[src/rtl/adder_pipe_if.sv]
// adder_pipe_if: operand/result stream bundle for adder_pipe.
// Signals: in_valid/in_ready/a/b/cin/sub[/sat] in; out_valid/out_ready/y/cout/ovf out.
interface adder_pipe_if #(
    parameter int WIDTH = 8
);
    logic             in_valid;
    logic             in_ready;
    logic [WIDTH-1:0] a;
    logic [WIDTH-1:0] b;
    logic             cin;
    logic             sub;
`ifdef ADDER_PIPE_SAT_EN
    logic             sat;
`endif
    logic             out_valid;
    logic             out_ready;
    logic [WIDTH-1:0] y;
    logic             cout;
    logic             ovf;

`ifdef ADDER_PIPE_SAT_EN
    modport master (
        output in_valid, a, b, cin, sub, sat, out_ready,
        input  in_ready, out_valid, y, cout, ovf
    );
    modport slave (
        input  in_valid, a, b, cin, sub, sat, out_ready,
        output in_ready, out_valid, y, cout, ovf
    );
`else
    modport master (
        output in_valid, a, b, cin, sub, out_ready,
        input  in_ready, out_valid, y, cout, ovf
    );
    modport slave (
        input  in_valid, a, b, cin, sub, out_ready,
        output in_ready, out_valid, y, cout, ovf
    );
`endif
endinterface

[src/rtl/adder_pipe.sv]
// adder_pipe: WIDTH-bit add/sub, carry chain split into SLICE-bit register stages.
// Ports: clk, rst_n (async low), bus (adder_pipe_if.slave); ADDER_PIPE_SAT_EN adds sat.
module adder_pipe #(
    parameter int WIDTH = 8,
    parameter int SLICE = 4
) (
    input  logic         clk,
    input  logic         rst_n,
    adder_pipe_if.slave  bus
);
    localparam int STAGES = WIDTH / SLICE;
    localparam int L      = STAGES - 1;

    logic [STAGES-1:0][WIDTH-1:0] a_q, a_d;
    logic [STAGES-1:0][WIDTH-1:0] b_q, b_d;
    logic [STAGES-1:0][WIDTH-1:0] s_q, s_d;
    logic [STAGES-1:0]            c_q, c_d;
    logic [STAGES-1:0]            v_q, v_d;
    logic                         ovf_q, ovf_d;
`ifdef ADDER_PIPE_SAT_EN
    logic [STAGES-1:0]            sat_q, sat_d;
`endif

    logic             advance;
    logic [WIDTH-1:0] ai, bi, si;
    logic             ci, vi, cmsb;
    logic [SLICE:0]   part;
    int               kp;
`ifdef ADDER_PIPE_SAT_EN
    logic             sati;
`endif

    assign bus.in_ready  = bus.out_ready || !v_q[L];
    assign advance       = bus.in_ready;
    assign bus.out_valid = v_q[L];
    assign bus.y         = s_q[L];
    assign bus.cout      = c_q[L];
    assign bus.ovf       = ovf_q;

    always_comb begin
        a_d   = a_q;
        b_d   = b_q;
        s_d   = s_q;
        c_d   = c_q;
        v_d   = v_q;
        ovf_d = ovf_q;
        ai    = '0;
        bi    = '0;
        si    = '0;
        ci    = 1'b0;
        vi    = 1'b0;
        part  = '0;
        kp    = 0;
        cmsb  = 1'b0;
`ifdef ADDER_PIPE_SAT_EN
        sat_d = sat_q;
        sati  = 1'b0;
`endif
        for (int k = 0; k < STAGES; k++) begin
            kp = (k > 0) ? k - 1 : 0;
            if (k == 0) begin
                // B is inverted once here; later stages see B' only
                ai = bus.a;
                bi = bus.sub ? ~bus.b : bus.b;
                si = '0;
                ci = bus.cin;
                vi = bus.in_valid;
`ifdef ADDER_PIPE_SAT_EN
                sati = bus.sat;
`endif
            end else begin
                ai = a_q[kp];
                bi = b_q[kp];
                si = s_q[kp];
                ci = c_q[kp];
                vi = v_q[kp];
`ifdef ADDER_PIPE_SAT_EN
                sati = sat_q[kp];
`endif
            end
            part = {1'b0, ai[k*SLICE +: SLICE]}
                 + {1'b0, bi[k*SLICE +: SLICE]}
                 + {{SLICE{1'b0}}, ci};
            a_d[k] = ai;
            b_d[k] = bi;
            s_d[k] = si;
            s_d[k][k*SLICE +: SLICE] = part[SLICE-1:0];
            c_d[k] = part[SLICE];
            v_d[k] = vi;
`ifdef ADDER_PIPE_SAT_EN
            sat_d[k] = sati;
`endif
        end
        // carry into the MSB recovered from the MSB sum bit
        cmsb  = a_d[L][WIDTH-1] ^ b_d[L][WIDTH-1] ^ s_d[L][WIDTH-1];
        ovf_d = cmsb ^ c_d[L];
`ifdef ADDER_PIPE_SAT_EN
        // on overflow both operands share the sign, so A's MSB is the true sign
        if (sat_d[L] && ovf_d) begin
            s_d[L] = a_d[L][WIDTH-1] ? {1'b1, {(WIDTH-1){1'b0}}}
                                     : {1'b0, {(WIDTH-1){1'b1}}};
        end
`endif
    end

    always_ff @(posedge clk or negedge rst_n) begin
        if (!rst_n) begin
            a_q   <= '0;
            b_q   <= '0;
            s_q   <= '0;
            c_q   <= '0;
            v_q   <= '0;
            ovf_q <= 1'b0;
`ifdef ADDER_PIPE_SAT_EN
            sat_q <= '0;
`endif
        end else if (advance) begin
            a_q   <= a_d;
            b_q   <= b_d;
            s_q   <= s_d;
            c_q   <= c_d;
            v_q   <= v_d;
            ovf_q <= ovf_d;
`ifdef ADDER_PIPE_SAT_EN
            sat_q <= sat_d;
`endif
        end
    end

    // finished operand slices and the last stage's copies are never read
    logic unused_bits;
`ifdef ADDER_PIPE_SAT_EN
    assign unused_bits = ^{a_q, b_q, sat_q};
`else
    assign unused_bits = ^{a_q, b_q};
`endif
endmodule

[src/flat_wrapper.sv]
// flat-port wrapper written by rule: the top's interface ports become plain ports
module adder_pipe_flat 
#(
    parameter int WIDTH = 8,
    parameter int SLICE = 4
)
  (clk, rst_n, bus_in_valid, bus_a, bus_b, bus_cin, bus_sub, bus_out_ready, bus_in_ready, bus_out_valid, bus_y, bus_cout, bus_ovf);
  adder_pipe_if #(.WIDTH(WIDTH)) bus_i ();
  input  logic clk;
  input  logic rst_n;
  input wire logic [$bits(bus_i.in_valid)-1:0] bus_in_valid;
  input wire logic [$bits(bus_i.a)-1:0] bus_a;
  input wire logic [$bits(bus_i.b)-1:0] bus_b;
  input wire logic [$bits(bus_i.cin)-1:0] bus_cin;
  input wire logic [$bits(bus_i.sub)-1:0] bus_sub;
  input wire logic [$bits(bus_i.out_ready)-1:0] bus_out_ready;
  output wire logic [$bits(bus_i.in_ready)-1:0] bus_in_ready;
  output wire logic [$bits(bus_i.out_valid)-1:0] bus_out_valid;
  output wire logic [$bits(bus_i.y)-1:0] bus_y;
  output wire logic [$bits(bus_i.cout)-1:0] bus_cout;
  output wire logic [$bits(bus_i.ovf)-1:0] bus_ovf;
  assign bus_i.in_valid = bus_in_valid;
  assign bus_i.a = bus_a;
  assign bus_i.b = bus_b;
  assign bus_i.cin = bus_cin;
  assign bus_i.sub = bus_sub;
  assign bus_i.out_ready = bus_out_ready;
  assign bus_in_ready = bus_i.in_ready;
  assign bus_out_valid = bus_i.out_valid;
  assign bus_y = bus_i.y;
  assign bus_cout = bus_i.cout;
  assign bus_ovf = bus_i.ovf;
  adder_pipe #(.WIDTH(WIDTH), .SLICE(SLICE)) u_core (.clk(clk), .rst_n(rst_n), .bus(bus_i));
endmodule
[config.mk]
export PLATFORM = sky130hd
export DESIGN_NAME = adder_pipe_flat
export DESIGN_NICKNAME = d
export VERILOG_FILES = /design/src/rtl/adder_pipe_if.sv /design/src/rtl/adder_pipe.sv /design/src/flat_wrapper.sv
export SDC_FILE = /design/constraint.sdc
export NUM_CORES = 1
export LEC_CHECK = 0
export CAP_MARGIN = 10
export CORE_MARGIN = 3
export CORE_UTILIZATION = 43
export CTS_CLUSTER_SIZE = 30
export DETAILED_ROUTE_END_ITERATION = 7
export GPL_ROUTABILITY_DRIVEN = 0
export GPL_TIMING_DRIVEN = 0
export PLACE_DENSITY_LB_ADDON = 0.12
export SYNTH_ARGS = -nofsm -noshare
export SYNTH_HDL_FRONTEND = slang
export SYNTH_SLANG_ARGS = --single-unit
[constraint.sdc]
create_clock -name clk -period 1.5 [get_ports clk]
set_input_delay 0.3 -clock clk [delete_from_list [all_inputs] [get_ports clk]]
set_output_delay 0.3 -clock clk [all_outputs]
set_load 0.01 [all_outputs]
==> metrics.txt, run 1 <==
cell occurring most often along the worst timing path=sky130_fd_sc_hd__fa_2; Yosys Warn Count=0; Final setup violation count=4; count of flip-flops with a built-in enable after synthesis=0; Die Ht=60.96 um; CTS root buffer=sky130_fd_sc_hd__clkbuf_4; DRC violation count after routing=0; antenna violations before repair=0; category of the worst setup path capture point=flop; Layout Area Growth over Synthesis=38.25%; via count=913; Post-Route Skew=0.001119 ns; count of final hold-check violations=0; failing checks=setup timing; Clock Pin Slew Worst Setup and Hold Paths=0.13 ns; max_slew headroom=0.6247; maximum achievable frequency=602.9 MHz; worst endpoint data arrival time=1.87 ns; flip-flop and latch count after synthesis=25; starting density of the core=0.4630; crit path time final=1.659 ns; most common cell in the synthesized netlist=sky130_fd_sc_hd__dfrtp_1; maximum resistive drop on vdd=0.0006218 V; Post-synth ARST share=1.000; vias in the first global route=995; total global-route track usage=0.1548; class of the worst hold path=primary input to flop; sequence of cells on the critical path=fa_2, inv_2, fa_2, nand2b_4, a21oi_4, xor2_1, a21oi_1; Top delay family on crit path=adder cells; horizontal die dimension=60.96 um; number of iterations in the first detailed-routing pass=4; Crit Reg-Reg Startpoint=u_core.c_q[0]; number of cells produced by synthesis=112; Critical Path Slowest Stage Cell=sky130_fd_sc_hd__dfrtp_1; count of buffer and inverter cells on the critical path=1; Power Density=1194 nW/um2; sequential share of the synthesized area=0.4817; largest net degree at the start of global routing=26; Cells on Worst Hold Path=3; average via count per standard cell=5.016; Avg Synthesized Cell Area=11.60 um2; CP peak stage delay=0.41 ns; syn nets=144; clock tree buffer depth=2; worst reg2reg path depth=7; worst hold margin=0.3056 ns; unrepaired setup endpoints after global routing=yes; number of max-cap violations=0; Worst Hold Path EP=u_core.bi[4]; nets=184; Yosys top cell area share=0.4817; final max-slew violation count=0; Critical R2R Capture=u_core.bus.ovf; post-layout util=0.6401; number of sinks on the clock net=25; level count of the clock H-tree=1; Post-Syn Area=1299 um2; insertion delay to the later sink of the worst-skew pair=0.31 ns; number of buffers added to fix hold violations after cts=0; cell types with the largest area share after synthesis=sky130_fd_sc_hd__dfrtp_1, sky130_fd_sc_hd__mux2_2, sky130_fd_sc_hd__fa_1; origin of the worst min-delay path=bus_sub; slack of the critical path=-0.1587 ns; core area=2805 um2; largest fanout on the critical path=2; row count=19; number of distinct library cells after synthesis=22; total die area=3716 um2; remaining number of nets flagged by the antenna check after routing=0; cell leakage power=0.8023 nW; Data required, critical path=1.72 ns; leading cell types by count after synthesis=sky130_fd_sc_hd__dfrtp_1, sky130_fd_sc_hd__a21oi_1, sky130_fd_sc_hd__nor2_1, sky130_fd_sc_hd__mux2_2; Worst Tran Pin Value=0.5611 ns; TritonCTS clock tree=done; Most used DFF post-synth=sky130_fd_sc_hd__dfrtp_1; wire length of the first global-routing pass=4243 um; number of buffers inserted by port buffering=32; post-detail-place hpwl=1925 um; number of diodes=0; post-synthesis cell type with the largest combined area=sky130_fd_sc_hd__dfrtp_1; Crit Path Category=flop to flop; grt ovf=0; crit path launch type=flop; per-cell routed wire length=13.50 um; iteration-0 DRC count of the detailed router=28; status=finished with violations; total clock buffers created by CTS=3; routed wire length=2457 um; pre-CTS setup slack=-0.7692 ns; num ports=34; worst-case register-to-register setup slack=-0.16 ns; proportion of layout cells with a drive suffix above 1=0.2649; share of the clock period used by the worst path=1.106; TNS Setup=-0.4834 ns
## placed cells by master (no fill, tap or decap), types with 2 or more instances in the layout
master,Yosys,layout
sky130_fd_sc_hd__a21oi_2,0,2
sky130_fd_sc_hd__xor2_1,7,6
sky130_fd_sc_hd__inv_1,7,3
sky130_fd_sc_hd__o21ai_0,2,2
sky130_fd_sc_hd__clkbuf_4,0,3
sky130_fd_sc_hd__buf_4,0,2
sky130_fd_sc_hd__dlygate4sd2_1,0,13
sky130_fd_sc_hd__dfrtp_1,25,25
sky130_fd_sc_hd__xnor2_1,5,4
sky130_fd_sc_hd__a21oi_1,13,10
sky130_fd_sc_hd__buf_12,0,2
sky130_fd_sc_hd__nand2b_4,1,2
sky130_fd_sc_hd__nor2_1,13,13
sky130_fd_sc_hd__nand2_1,5,5
sky130_fd_sc_hd__mux2_2,10,9
sky130_fd_sc_hd__buf_6,3,4
sky130_fd_sc_hd__fa_2,0,4
sky130_fd_sc_hd__a21oi_4,1,2
sky130_fd_sc_hd__clkdlybuf4s50_1,0,16
sky130_fd_sc_hd__inv_2,0,4
sky130_fd_sc_hd__ha_1,6,6
## tightest hold or removal path, stage by stage
cell	delay, ns
sky130_fd_sc_hd__buf_12	0.12
sky130_fd_sc_hd__xnor2_1	0.12
sky130_fd_sc_hd__a21oi_1	0.06
## layer usage
layer / track usage / vias up / part of all wire
met5: 0 / - / 0
met4: 0.08978 / 0 / 0.022
met3: 0.01702 / 4 / 0.043
met2: 0.2794 / 23 / 0.53
met1: 0.1749 / 442 / 0.40
li1: - / 444 / -
## cell families (layout without fill, tap and decap cells)
group	count (synthesis)	after routing	share of synthesized area
xor gates and xnor gates	12	12	0.08092
buffers and inverters	12	51	0.05395
and+or+nand+nor	24	24	0.08863
DFF	25	25	0.4817
adders and majority gates	10	10	0.1195
AOI/OAI and AO/OA	18	18	0.07996
muxes	11	11	0.09538
## registers in the layout, indices dropped and copies added (netlist names)
| name | cells |
|---|---|
| u_core.bus.y | 8 |
| u_core.ai | 4 |
| u_core.bi | 4 |
| u_core.si | 4 |
| u_core.c_q | 2 |
| u_core.v_q | 2 |
| u_core.bus.ovf | 1 |
## how the worst max path moves through the flow
stage	startpoint	to	slack (ns)	cells after the start
2_1_floorplan	bus_sub	u_core.si[1]	-0.22	6
3_3_place_gp	bus_b[0]	u_core.c_q[0]	-0.72	9
3_5_place_dp	bus_b[0]	u_core.c_q[0]	-0.77	9
4_1_cts	u_core.bi[4]	u_core.c_q[1]	-0.16	6
5_1_grt	u_core.c_q[0]	u_core.bus.ovf	-0.28	7
6_report	u_core.c_q[0]	u_core.bus.ovf	-0.16	7
## per-stage QoR
stage	cell area [um2]	power, mW	instances
after floorplan	1355	1.487	112
after global routing	1795	2.320	182
final	1795	2.143	182
after CTS	1757	2.156	180
after global placement	1714	1.871	175
after detailed placement	1714	1.905	175
## cell type report
type	instances	area (um2)
buffer	4	56.30
multi-input combinational	75	674.4
fill	239	1010
clock buffer	4	26.28
inverter	7	26.28
tap	31	38.79
timing repair buffer	36	347.8
sequential	25	625.6
## repair_timing
item / in CTS / in global routing
gates resized for setup: 31 / 6
cloned: 0 / 0
pin swaps: 12 / 12
endpoints found under the setup margin: 20 / 7
setup buffers: 2 / 1
## report_power, final
| group | leakage, nW | internal [mW] | total, mW | switching (mW) |
|---|---|---|---|---|
| Combinational | 0.501 | 0.490 | 0.890 | 0.400 |
| Clock | 0.0150 | 0.104 | 0.295 | 0.191 |
| Sequential | 0.286 | 0.862 | 0.958 | 0.0967 |
| Total | 0.802 | 1.46 | 2.14 | 0.688 |
No activity file was read; power rests on OpenSTA's default activity.
==> run 2, diff against run 1 <==
--- a/config.mk
+++ b/config.mk
@@ -16,3 +16,4 @@
 export SYNTH_ARGS = -nofsm -noshare
 export SYNTH_HDL_FRONTEND = slang
 export SYNTH_SLANG_ARGS = --single-unit
+export TNS_END_PERCENT = 100
==> results of run 2 <==
No change in the layout: final DEF, timing and power equal those of run 1.
